$ cat src/rtl/riscv_pkg.sv
// Shared constants and types for the RISC-V core front end: data width,
// canonical NOP, fetch FSM states and the sequential PC step.
package riscv_pkg;

   localparam int          XLEN      = 32;
   localparam logic [31:0] NOP_INSTR = 32'h0000_0013;   // addi x0, x0, 0
   localparam logic [31:0] PC_STEP   = 32'd4;

   typedef enum logic [1:0] {
      IDLE = 2'd0,
      REQ  = 2'd1,
      WAIT = 2'd2,
      HOLD = 2'd3
   } fetch_state_e;

endpackage

$ cat src/rtl/instr_fetch_pc_reg.sv
// Program counter register: reset load, redirect load (word-aligned) and
// sequential increment. The increment wraps naturally modulo 2^XLEN.
module pc_reg #(
   parameter int               XLEN     = riscv_pkg::XLEN,
   parameter logic [XLEN-1:0]  RESET_PC = '0
) (
   input  logic            clk,
   input  logic            rst_n,
   input  logic            i_load,
   input  logic [XLEN-1:0] i_load_pc,
   input  logic            i_inc,
   output logic [XLEN-1:0] o_pc
);
   import riscv_pkg::*;

   logic [XLEN-1:0] r_pc;
   logic [XLEN-1:0] w_load_aligned;

   // Instructions are word aligned; the low address bits are dropped on load.
   assign w_load_aligned = {i_load_pc[XLEN-1:2], 2'b00};

   // PC update: a redirect load wins over the sequential step.
   always_ff @(posedge clk or negedge rst_n) begin
      if (!rst_n)      r_pc <= RESET_PC;
      else if (i_load) r_pc <= w_load_aligned;
      else if (i_inc)  r_pc <= r_pc + XLEN'(PC_STEP);
   end

   assign o_pc = r_pc;

endmodule

$ cat src/rtl/instr_fetch.sv
// Fetch stage: owns the PC, issues one outstanding word read at a time to
// instruction memory and presents the fetched word to decode with its PC.
// Redirects from the branch unit take priority over every other event;
// responses for requests overtaken by a redirect are discarded.
// Optional build macro IF_MISALIGN_CHK_EN: a redirect to a non-word-aligned
// target raises a sticky fetch_err and parks the fetch unit in IDLE.
module instr_fetch #(
   parameter int               XLEN     = riscv_pkg::XLEN,
   parameter logic [XLEN-1:0]  RESET_PC = '0
) (
   input  logic            clk,
   input  logic            rst_n,
   output logic            imem_req,
   output logic [XLEN-1:0] imem_addr,
   input  logic            imem_gnt,
   input  logic            imem_rvalid,
   input  logic [XLEN-1:0] imem_rdata,
   output logic            instr_valid,
   output logic [XLEN-1:0] instr,
   output logic [XLEN-1:0] instr_pc,
   input  logic            id_ready,
   input  logic            redirect_valid,
   input  logic [XLEN-1:0] redirect_pc,
   output logic            fetch_err
);
   import riscv_pkg::*;

   fetch_state_e    r_state, w_state_nxt;
   logic            r_discard, w_discard_nxt;
   logic            r_instr_valid, w_valid_nxt;
   logic [XLEN-1:0] r_instr, r_instr_pc;
   logic            r_fetch_err, w_err_nxt;
   logic            w_latch;
   logic            w_pc_load, w_pc_inc;
   logic [XLEN-1:0] w_pc;
   logic            w_redir, w_redir_bad;

`ifdef IF_MISALIGN_CHK_EN
   assign w_redir_bad = redirect_valid && (redirect_pc[1:0] != 2'b00);
`else
   assign w_redir_bad = 1'b0;
`endif
   assign w_redir = redirect_valid && !w_redir_bad;

   pc_reg #(
      .XLEN     (XLEN),
      .RESET_PC (RESET_PC)
   ) u_pc_reg (
      .clk       (clk),
      .rst_n     (rst_n),
      .i_load    (w_pc_load),
      .i_load_pc (redirect_pc),
      .i_inc     (w_pc_inc),
      .o_pc      (w_pc)
   );

   // Next-state decode; redirect is checked first in every state.
   always_comb begin
      w_state_nxt   = r_state;
      w_discard_nxt = r_discard;
      w_valid_nxt   = r_instr_valid;
      w_err_nxt     = r_fetch_err;
      w_latch       = 1'b0;
      w_pc_load     = 1'b0;
      w_pc_inc      = 1'b0;
      if (w_redir_bad) begin
         // Park: nothing outstanding is tracked, so any late rvalid is ignored.
         w_err_nxt     = 1'b1;
         w_state_nxt   = IDLE;
         w_discard_nxt = 1'b0;
         w_valid_nxt   = 1'b0;
      end else begin
         case (r_state)
            IDLE: begin
               w_pc_load = w_redir;
               if (!r_fetch_err) w_state_nxt = REQ;
            end
            REQ: begin
               if (w_redir) begin
                  w_pc_load = 1'b1;
                  if (imem_gnt) begin
                     w_discard_nxt = 1'b1;
                     w_state_nxt   = WAIT;
                  end
               end else if (imem_gnt) begin
                  w_state_nxt = WAIT;
               end
            end
            WAIT: begin
               if (w_redir) begin
                  w_pc_load = 1'b1;
                  if (imem_rvalid) begin
                     // Response arrives with the redirect: drop it, refetch.
                     w_discard_nxt = 1'b0;
                     w_state_nxt   = REQ;
                  end else begin
                     w_discard_nxt = 1'b1;
                  end
               end else if (imem_rvalid) begin
                  if (r_discard) begin
                     w_discard_nxt = 1'b0;
                     w_state_nxt   = REQ;
                  end else begin
                     w_latch     = 1'b1;
                     w_valid_nxt = 1'b1;
                     w_state_nxt = HOLD;
                  end
               end
            end
            HOLD: begin
               if (w_redir) begin
                  // Not consumed: PC takes the target, no increment.
                  w_pc_load   = 1'b1;
                  w_valid_nxt = 1'b0;
                  w_state_nxt = REQ;
               end else if (id_ready) begin
                  w_pc_inc    = 1'b1;
                  w_valid_nxt = 1'b0;
                  w_state_nxt = REQ;
               end
            end
            default: w_state_nxt = IDLE;
         endcase
      end
   end

   // Control state: FSM, discard flag, valid and sticky error.
   always_ff @(posedge clk or negedge rst_n) begin
      if (!rst_n) begin
         r_state       <= IDLE;
         r_discard     <= 1'b0;
         r_instr_valid <= 1'b0;
         r_fetch_err   <= 1'b0;
      end else begin
         r_state       <= w_state_nxt;
         r_discard     <= w_discard_nxt;
         r_instr_valid <= w_valid_nxt;
         r_fetch_err   <= w_err_nxt;
      end
   end

   // Instruction/PC capture on a right-path response; held stable in HOLD.
   always_ff @(posedge clk or negedge rst_n) begin
      if (!rst_n) begin
         r_instr    <= XLEN'(NOP_INSTR);
         r_instr_pc <= '0;
      end else if (w_latch) begin
         r_instr    <= imem_rdata;
         r_instr_pc <= w_pc;
      end
   end

   assign imem_req    = (r_state == REQ);
   assign imem_addr   = w_pc;
   assign instr_valid = r_instr_valid;
   assign instr       = r_instr;
   assign instr_pc    = r_instr_pc;

`ifdef IF_MISALIGN_CHK_EN
   assign fetch_err = r_fetch_err;
`else
   assign fetch_err = 1'b0;
`endif

endmodule

$ cat config.mk
export PLATFORM = sky130hd
export DESIGN_NAME = instr_fetch
export DESIGN_NICKNAME = d
export VERILOG_FILES = /design/src/rtl/riscv_pkg.sv /design/src/rtl/instr_fetch_pc_reg.sv /design/src/rtl/instr_fetch.sv
export SDC_FILE = /design/constraint.sdc
export NUM_CORES = 1
export LEC_CHECK = 0
export BUFFER_PORTS_ARGS = -buffer_cell sky130_fd_sc_hd__buf_4
export CAP_MARGIN = 20
export CORE_ASPECT_RATIO = 1.1
export CORE_MARGIN = 2
export CORE_UTILIZATION = 55
export CTS_BUF_LIST = sky130_fd_sc_hd__clkbuf_8
export DETAILED_ROUTE_END_ITERATION = 10
export HOLD_SLACK_MARGIN = 0.05
export PLACE_DENSITY = 0.88
export SETUP_SLACK_MARGIN = 0.02
export SLEW_MARGIN = 5
export SYNTH_ARGS = -nofsm -noshare
export SYNTH_HDL_FRONTEND = slang
export SYNTH_SLANG_ARGS = --single-unit
$ cat constraint.sdc
create_clock -name clk -period 4.15 [get_ports clk]
set_input_delay 0.2075 -clock clk [delete_from_list [all_inputs] [get_ports clk]]
set_output_delay 0.2075 -clock clk [all_outputs]
set_load 0.01 [all_outputs]
==> results.cfg, run 1 <==
[layout]
nets = 588
fill_cells = 586
diodes = 0
syn_to_final_growth_pct = 32.7
multiInputGateArea_sq_um = 1820
drive_gt1_share_pct = 38.4
regArea_sq_um = 2410
final_area_sq_um = 5830

[min_path]
hold_end = u_pc_reg.o_pc[8]
worstHoldStart = redirect_pc[8]
hold_depth = 3
hold_path.class = in2reg

[global_route]
grt_pass1_vias = 3321
grt_usage_pct = 23.3
grt_pass1_wl_um = 15800
grt_max_degree = 64
antenna_found_initial = 0
grt-ovfl-total = 0

[logic_synthesis]
yosysSeqAreaShare_pct = 54.7
netlist_area_sq_um = 4400
ys_types = 35
synth_edf_count = 0
async_reset_ff_share_pct = 100
avgSynthCellArea_sq_um = 12.4
synth_cells = 355
synth_seq_cells = 96
yosys_warnings = 0
ys.flop_type = dfrtp_1

[floorplan]
floorplan.rows = 34
coreArea_sq_um = 7830
die_h_um = 97.8
die_w_um = 89.2
io_pins = 169
start_util_pct = 56.2
dieArea_sq_um = 8720

[pwr]
vdd_drop_max_mv = 0.280
p_comb_share_pct = 33.0
swShare_pct = 30.9
powerDensity_nw_per_um2 = 503
clkPwrFrac_pct = 19.9
intPower_uw = 2030
sequentialPowerShare_pct = 47.2
power_switching_uw = 907
p_leak_uw = 0.00288

[critical_path]
worstPathRequired_ns = 4.37
critPathKind = reg2reg
cp-startpoint = r_state[0]
cp.arrival_ns = 2.86
reg2reg_depth = 7
crit_fanout = 54
rrSetupSlack_ns = 1.51
cp-start-kind = register
r2r-start = r_state[0]
r2r_end = instr[3]
worstSetupEndpointType = register

[timing]
setup-violations-final = 0
clock_skew_ns = 0.0128
setup_tns_ns = 0
tightestPinTransition_ns = 0.745
drv_slew = 0
slew_headroom_pct = 50.3
final.min_clock_period_ns = 2.64
hold_viol_final = 0
min_period_over_period_pct = 63.6
timing.fmax_ghz = 0.379
rsz0062_at_grt = false

[routing]
wl_per_cell_um = 15.7
finalWirelength_um = 9830
routed-wl-met3_um = 585
ant_nets = 0
dr_wl_met2_um = 5060
drt_iter0_markers = 116
highest_layer = met4
drc = 0
via_per_inst = 5.18
wl_met1_um = 3950
num_vias = 3244
drt-pass1-iter-count = 6

[place]
portBuffers = 161
hpwl_um = 7200
place_congestion = 0.747
post_dp_cell_area_sq_um = 5630

[job]
cap_violations = 0

[clocking]
cts_made_buffers = 9
htree_num_levels = 3
cts_tree = done
cts_root_buf = clkbuf_8
clk_latency_ns = 0.35
cts_sinks = 96
path_clk_slew_ns = 0.09
cts_buffer_depth = 2

[run_status]
status = finished, final reports clean
power by group through the flow:
stage	logic (uW)	clock network, uW	registers (uW)
floorplan	301	0	1500
global placement	949	0	1380
detailed placement	980	0	1400
CTS	983	597	1390
global route	1050	629	1420
finish	967	583	1380
metal layers:
layer | vias up | global-route usage, %
met3 | 21 | 4.99
li1 | 1535 | -
met1 | 1569 | 29.2
met2 | 119 | 38.6
met4 | 0 | 9.76
met5 | - | 0
layout by cell type (no fill, tap or decap), types with 2 or more instances in the layout:
cell and count:
o21ai_1 23, and3_1 2, conb_1 5, nand4_4 2, dfrtp_1 93, mux2i_1 2, nand4_1 5, nand3_1 6
a21oi_1 6, nor3_2 8, o32ai_1 2, mux2_1 62, dfstp_2 3, buf_4 163, and2_1 2, nor2_1 8
and4_1 6, xor2_1 9, nor4_2 4, clkbuf_8 12, nand2_1 38, inv_1 12, xnor2_1 20, clkinvlp_4 2
ha_1 5, o21ai_0 7
kinds of logic (layout without fill, tap and decap cells):
| group | count (synthesis) | in the layout | share of synthesized area (%) |
|---|---|---|---|
| DFF | 96 | 96 | 54.7 |
| adders and majority gates | 5 | 5 | 1.42 |
| muxes | 65 | 65 | 16.6 |
| xor gates and xnor gates | 29 | 29 | 5.78 |
| and+or+nand+nor | 88 | 88 | 12.6 |
| AOI/OAI and AO/OA | 39 | 39 | 4.67 |
| buffers and inverters | 32 | 191 | 4.10 |
| other | 1 | 5 | 0.0853 |
per-stage QoR:
| step | util (%) | std cells | setup slack (ns) | total power (uW) | hold slack (ns) |
|---|---|---|---|---|---|
| 2_1_floorplan | - | 359 | 2.23 | 1810 | -0.0881 |
| 3_3_place_gp | 71.9 | 609 | 1.59 | 2330 | 0.233 |
| 3_5_place_dp | 71.9 | 609 | 1.50 | 2380 | 0.239 |
| 4_1_cts | 74.5 | 626 | 1.48 | 2970 | 0.0540 |
| 5_1_grt | 74.5 | 626 | 1.36 | 3100 | 0.0545 |
| 6_report | 74.5 | 626 | 1.51 | 2930 | 0.0650 |
worst max-delay path, stage by stage (launching register included):
cell	delay, ns
dfrtp_1	0.42
inv_1	0.09
ha_1	0.19
inv_1	0.08
or3_1	0.40
nor2_4	0.28
buf_4	0.62
mux2_1	0.40
Yosys cell counts, drive strengths merged (2+ instances only):
library cell  instances  area, sq um
mux2                 63          709
nand2                38          143
nor2                  9         41.3
inv                  11         41.3
and3                  2         12.5
dfrtp                93         2330
ha                    5         62.6
nor3                  8         80.1
nand4                 7         73.8
o32ai                 2         17.5
dfstp                 3         78.8
nand3                 6         30.0
mux2i                 2         20.0
xnor2                20          175
and4                  6         52.6
o21ai                30          150
xor2                  9         78.8
buf                  14          113
nor4                  5         71.3
and2                  2         12.5
clkbuf                7         26.3
a21oi                 6         30.0
state kept, by name, summed over array words and instances, names as in the netlist:
signal / flops
instr: 32
instr_pc: 30
instr_valid: 1
r_discard: 1
r_state: 2
u_pc_reg.o_pc: 30
area by class of cell:
type                       instances  area share, %
clock buffer                      12           2.83
clock inverter                     4          0.472
inverter                          11          0.708
multi-input combinational        231           31.3
sequential                        96           41.2
tap                              108           2.32
timing repair buffer             164           21.1
how the worst max path moves through the flow:
| stage | slack [ns] | cells past startpoint | end |
|---|---|---|---|
| 2_1_floorplan | 2.23 | 6 | u_pc_reg.o_pc[26] |
| 3_3_place_gp | 1.59 | 7 | instr[7] |
| 3_5_place_dp | 1.50 | 7 | instr[3] |
| 4_1_cts | 1.48 | 7 | instr[3] |
| 5_1_grt | 1.36 | 7 | instr[3] |
| 6_report | 1.51 | 7 | instr[3] |
repair_timing:
item,4_1_cts,5_1_grt
resized for setup,0,0
hold buffers,1,0
endpoints found under the setup margin,0,0
hold endpoints to repair,42,0
buffers inserted,0,0
No activity file was read; power rests on OpenSTA's default activity.
==> run 2: changes to the inputs <==
--- a/config.mk
+++ b/config.mk
@@ -9,11 +9,11 @@
 export CAP_MARGIN = 20
 export CORE_ASPECT_RATIO = 1.1
 export CORE_MARGIN = 2
-export CORE_UTILIZATION = 55
+export CORE_UTILIZATION = 46
 export CTS_BUF_LIST = sky130_fd_sc_hd__clkbuf_8
 export DETAILED_ROUTE_END_ITERATION = 10
 export HOLD_SLACK_MARGIN = 0.05
-export PLACE_DENSITY = 0.88
+export PLACE_DENSITY = 0.79
 export SETUP_SLACK_MARGIN = 0.02
 export SLEW_MARGIN = 5
 export SYNTH_ARGS = -nofsm -noshare
==> constraint.sdc (replaced) <==
create_clock -name clk -period 2.2 [get_ports clk]
set_input_delay 0.11 -clock clk [delete_from_list [all_inputs] [get_ports clk]]
set_output_delay 0.11 -clock clk [all_outputs]
set_load 0.01 [all_outputs]
==> run 2 against run 1 <==
Highest routed layer unchanged; first-iteration DRC count down 9.5%; worst hold slack better by 0.062 ns; total power up 98%; wire length up 17%; largest power group unchanged; die area up 19%.
==> results.cfg, run 2 (synthesis results as in run 1) <==
[routing]
finalWirelength_um = 11500
num_vias = 3585
ant_nets = 0
drt_iter0_markers = 105
via_per_inst = 5.06
drc = 0
wl_per_cell_um = 16.2
drt-pass1-iter-count = 5

[layout]
largest_register_ffs = 32
layout_common_cells = buf_4, dfrtp_1, dlygate4sd3_1
drive_gt1_share_pct = 36.0
fill_cells = 662
regArea_sq_um = 2410
syn_to_final_growth_pct = 52.1
nets = 662
final_common_cell = buf_4
fin_util_pct = 71.8
diodes = 0
multiInputGateArea_sq_um = 1830
final_area_sq_um = 6690

[floorplan]
floorplan.rows = 37
die_h_um = 107
coreArea_sq_um = 9310
die_w_um = 97.2
dieArea_sq_um = 10400
start_util_pct = 47.2
io_pins = 169

[critical_path]
cp-start-kind = register
cp.arrival_ns = 2.35
reg2reg_depth = 8
worstSetupEndpointType = register
critPathKind = reg2reg
crit_fanout = 11
worstPathRequired_ns = 2.44

[place]
portBuffers = 161
hpwl_um = 7350
place_congestion = 0.775
post_dp_cell_area_sq_um = 5730
dp_slack_ns = 0.0866

[pwr]
powerDensity_nw_per_um2 = 868
p_leak_uw = 0.00324
vdd_drop_max_mv = 0.572

[global_route]
grt_usage_pct = 21.9
antenna_found_initial = 0
grt_pass1_wl_um = 18300
grt_max_degree = 63
grt_pass1_vias = 3710
grt-ovfl-total = 0

[clocking]
cts_sinks = 96
cts_tree = done
cts_buffer_depth = 2
htree_num_levels = 3
cts_root_buf = clkbuf_8
path_clk_slew_ns = 0.09
cts_made_buffers = 9
clk_latency_ns = 0.36

[job]
cap_violations = 0

[min_path]
hold_depth = 3
hold_path.class = in2reg

[timing]
slew_headroom_pct = 61.3
setup-violations-final = 0
drv_slew = 0
rsz0062_at_grt = false
worst_slack_ns = 0.0830
clock_skew_ns = 0.0104
setup_tns_ns = 0
hold_viol_final = 0
tightestPinTransition_ns = 0.580
min_period_over_period_pct = 96.2
timing.fmax_ghz = 0.472
final.min_clock_period_ns = 2.12

[run_status]
status = finished, final reports clean
## run 2: changes by cell type in the layout (fill, tap and decap cells not counted), sizes merged, moves of 2 or more
cell,previous run,this run
buf,163,172
clkbuf,12,15
clkinvlp,2,0
dlygate4sd3,1,63
clkinv,0,2
## run 2: final timing paths
| check | startpoint | endpoint | slack (ns) |
|---|---|---|---|
| worst max-delay path | r_state[0] | instr_pc[31] | 0.08 |
| worst min-delay path | imem_gnt | r_state[1] | 0.13 |
| worst max register to register | r_state[0] | instr_pc[31] | 0.08 |
| worst min register to register | instr_pc[8] | instr_pc[8] | 0.49 |
| max in group asynchronous | rst_n | u_pc_reg.o_pc[9] | 1.22 |
| min in group asynchronous | rst_n | instr_pc[21] | 0.28 |
## run 2: critical path, cell delays in order (launching register included)
cell and delay [ns]:
dfrtp_1 0.42, inv_1 0.10, ha_2 0.20, inv_1 0.07, or3_4 0.37, nor2_4 0.18
buf_12 0.15, clkbuf_16 0.17, mux2_1 0.33
## run 2: power breakdown
group,internal [uW],switching [uW]
clock,612,592
sequential,2290,326
combinational,1130,849
total,4030,1770
## run 2: what timing repair did
action	CTS	global route
resized for setup	0	2
endpoints found under the setup margin	0	38
hold buffers	63	0
setup buffers	0	1
endpoints found under the hold margin	103	0
## run 2: layout make-up
type,count,area share (%)
clock buffers,12,2.47
inverters,11,0.618
multi-input cells,231,27.4
repair buffers,238,30.7
clock inverters,4,0.655
flip-flops and latches,96,36.0
well taps,117,2.19
## run 2: through the flow
step                      std cells  total power (uW)  hold slack, ns
after floorplan                 359              3410          -0.186
after global placement          625              4420           0.130
after detailed placement        625              4520           0.153
after CTS                       704              5810           0.115
after global routing            709              6140           0.160
final                           709              5800           0.127
## run 2: routing by layer
metal  up-vias  share of wire, %  track usage (%)
met2       118                51             36.8
li1       1684                 -                -
met1      1762                42             27.9
met3        21               5.1             3.88
met4         0               2.4             9.76
met5         -                 0                0
==> run 3: changes to the inputs <==
--- a/config.mk
+++ b/config.mk
@@ -5,11 +5,12 @@
 export SDC_FILE = /design/constraint.sdc
 export NUM_CORES = 1
 export LEC_CHECK = 0
+export ABC_AREA = 1
 export BUFFER_PORTS_ARGS = -buffer_cell sky130_fd_sc_hd__buf_4
 export CAP_MARGIN = 20
 export CORE_ASPECT_RATIO = 1.1
 export CORE_MARGIN = 2
-export CORE_UTILIZATION = 46
+export CORE_UTILIZATION = 47
 export CTS_BUF_LIST = sky130_fd_sc_hd__clkbuf_8
 export DETAILED_ROUTE_END_ITERATION = 10
 export HOLD_SLACK_MARGIN = 0.05
==> run 3 against run 2 <==
First-iteration DRC count increased by 110%; sequential share of layout area decreased by 1.7 points; synthesized cell count increased by 48%; register-to-register slack improved by 0.15 ns; highest routed layer unchanged; via count increased by 23%; flip-flop and latch count unchanged; count of clock-buffer cells in the layout decreased by 2; worst setup slack improved by 0.15 ns; synthesized area increased by 11%; total power increased by 17%.
==> results.cfg, run 3 <==
[logic_synthesis]
synth_edf_count = 0
ys_top_cells_by_area = dfrtp_1, nand2_1, mux2_1
yosysSeqAreaShare_pct = 49.1
muxShareOfSynthArea_pct = 10.1
synth_common_cells = nand2_1, dfrtp_1, nand3_1
yosys_warnings = 0
async_reset_ff_share_pct = 100
ys_types = 38
yosysMostFrequentCell = nand2_1
synth_top_family_by_area = simple AND/OR/NAND/NOR gates
netlist_area_sq_um = 4900
synth_fa_ha_area_share_pct = 1.28
synth_seq_cells = 96
yosysTopAreaCellShare_pct = 47.5
yosys.area_share.simple_pct = 25.5
ys.flop_type = dfrtp_1
avgSynthCellArea_sq_um = 9.35
synthXorXnorAreaFrac_pct = 1.07
synth_cells = 524
synth_compound_area_share_pct = 7.10
yosysTopAreaCell = dfrtp_1

[critical_path]
rrSetupSlack_ns = 0.24
r2r-start = r_state[0]
crit_fanout = 11
cp.arrival_ns = 2.26
critPathKind = reg2reg
worstPathRequired_ns = 2.50
worstSetupEndpointType = register
cp-startpoint = r_state[0]
cp-start-kind = register

[clocking]
clk_latency_ns = 0.36
path_clk_slew_ns = 0.10
ctsHoldBuffers = 59
postCtsSetupRepairBufs = 0
cts_sinks = 96
cts_made_buffers = 9
cts_buffer_depth = 2
htree_num_levels = 3
cts_tree = done
cts-resized-gates = 0
cts_root_buf = clkbuf_8

[routing]
drc = 0
wl_per_cell_um = 16.1
num_vias = 4399
finalWirelength_um = 14100
drt_iter0_markers = 221
drt-pass1-iter-count = 4
via_per_inst = 5.04
ant_nets = 0

[timing]
setup_tns_ns = 0
clock_skew_ns = 0.0129
min_period_over_period_pct = 89.3
final.min_clock_period_ns = 1.96
rsz0062_at_grt = false
setup-violations-final = 0
drv_slew = 0
holdWs_ns = 0.0635
timing.fmax_ghz = 0.509
hold_viol_final = 0

[place]
portBuffers = 161
place_congestion = 0.859
hpwl_um = 9790

[floorplan]
die_h_um = 111
floorplan.rows = 39
start_util_pct = 47.8
dieArea_sq_um = 11300
io_pins = 169
die_w_um = 101
coreArea_sq_um = 10200

[layout]
drive_gt1_share_pct = 31.9
layout_common_cells = buf_4, nand2_1, dfrtp_1
largest_register_ffs = 32
diodes = 0
syn_to_final_growth_pct = 43.1
nets = 820
final_common_cell = buf_4

[job]
cap_violations = 0

[global_route]
grt_pass1_wl_um = 22500
antenna_found_initial = 0
grt_pass1_vias = 4499
grt_usage_pct = 25.5
grt-ovfl-total = 0
grt_max_degree = 61

[min_path]
worstHoldStart = redirect_pc[11]
hold_path.class = in2reg

[pwr]
p_leak_uw = 0.00346
power_uw = 6780
vdd_drop_max_mv = 0.545
powerDensity_nw_per_um2 = 967

[run_status]
status = finished, final reports clean
run 3: where the power goes:
part / internal, uW / switching (uW) / leakage [uW] / total (uW)
Combinational: 1470 / 1240 / 0.00217 / 2700
Sequential: 2430 / 465 / 0.00119 / 2900
Clock: 552 / 624 / 0.000102 / 1180
Total: 4450 / 2330 / 0.00346 / 6780
run 3: kinds of logic after synthesis:
kind of cell             Yosys count
buffers and inverters             61
other                              1
flip-flops                        96
AND/OR/NAND/NOR                  257
AO/OA/AOI/OAI                     54
XOR/XNOR                           6
adder cells (fa/ha/maj)            5
multiplexers                      44
run 3: routing by layer:
layer  up-vias  global-route usage (%)  wire length (um)  part of all wire (%)
li1       2161                       -                 -                     -
met1      2062                    33.7              6180                    44
met2       159                    42.9              6760                    48
met3        17                    5.30               934                   6.6
met4         0                    5.68               182                   1.3
met5         -                       0                 0                     0
run 3: metrics by stage:
stage                     setup WS [ns]  util, %  instance area, sq um  instances
final                             0.235     68.4                  7010        872
after global routing              0.103     68.4                  7010        872
after global placement            0.384     60.7                  6220        798
after detailed placement          0.298     60.7                  6220        798
after CTS                         0.284     68.4                  7010        872
after floorplan                   0.672        -                  4910        528
run 3: cell type report:
class	count	area, sq um
fillers	790	3240
well taps	123	154
flip-flops and latches	96	2410
repair buffers	227	1880
multi-input cells	371	2230
inverters	40	150
clock buffers	10	138
clock inverters	5	57.6
run 3: worst paths after layout:
path	endpoint	cells after the start
min in group asynchronous	instr_pc[18]	2
max in group asynchronous	instr[0]	3
min reg2reg	instr[5]	1
max	u_pc_reg.o_pc[16]	8
min	u_pc_reg.o_pc[11]	4
max reg2reg	u_pc_reg.o_pc[16]	8
run 3: worst max-delay path, cell delays in order (launching register included):
cell     delay, ns
dfrtp_1       0.45
ha_1          0.26
nand2_2       0.14
inv_1         0.38
nand2_1       0.13
inv_1         0.15
buf_4         0.22
nand3_1       0.10
nand3_1       0.08
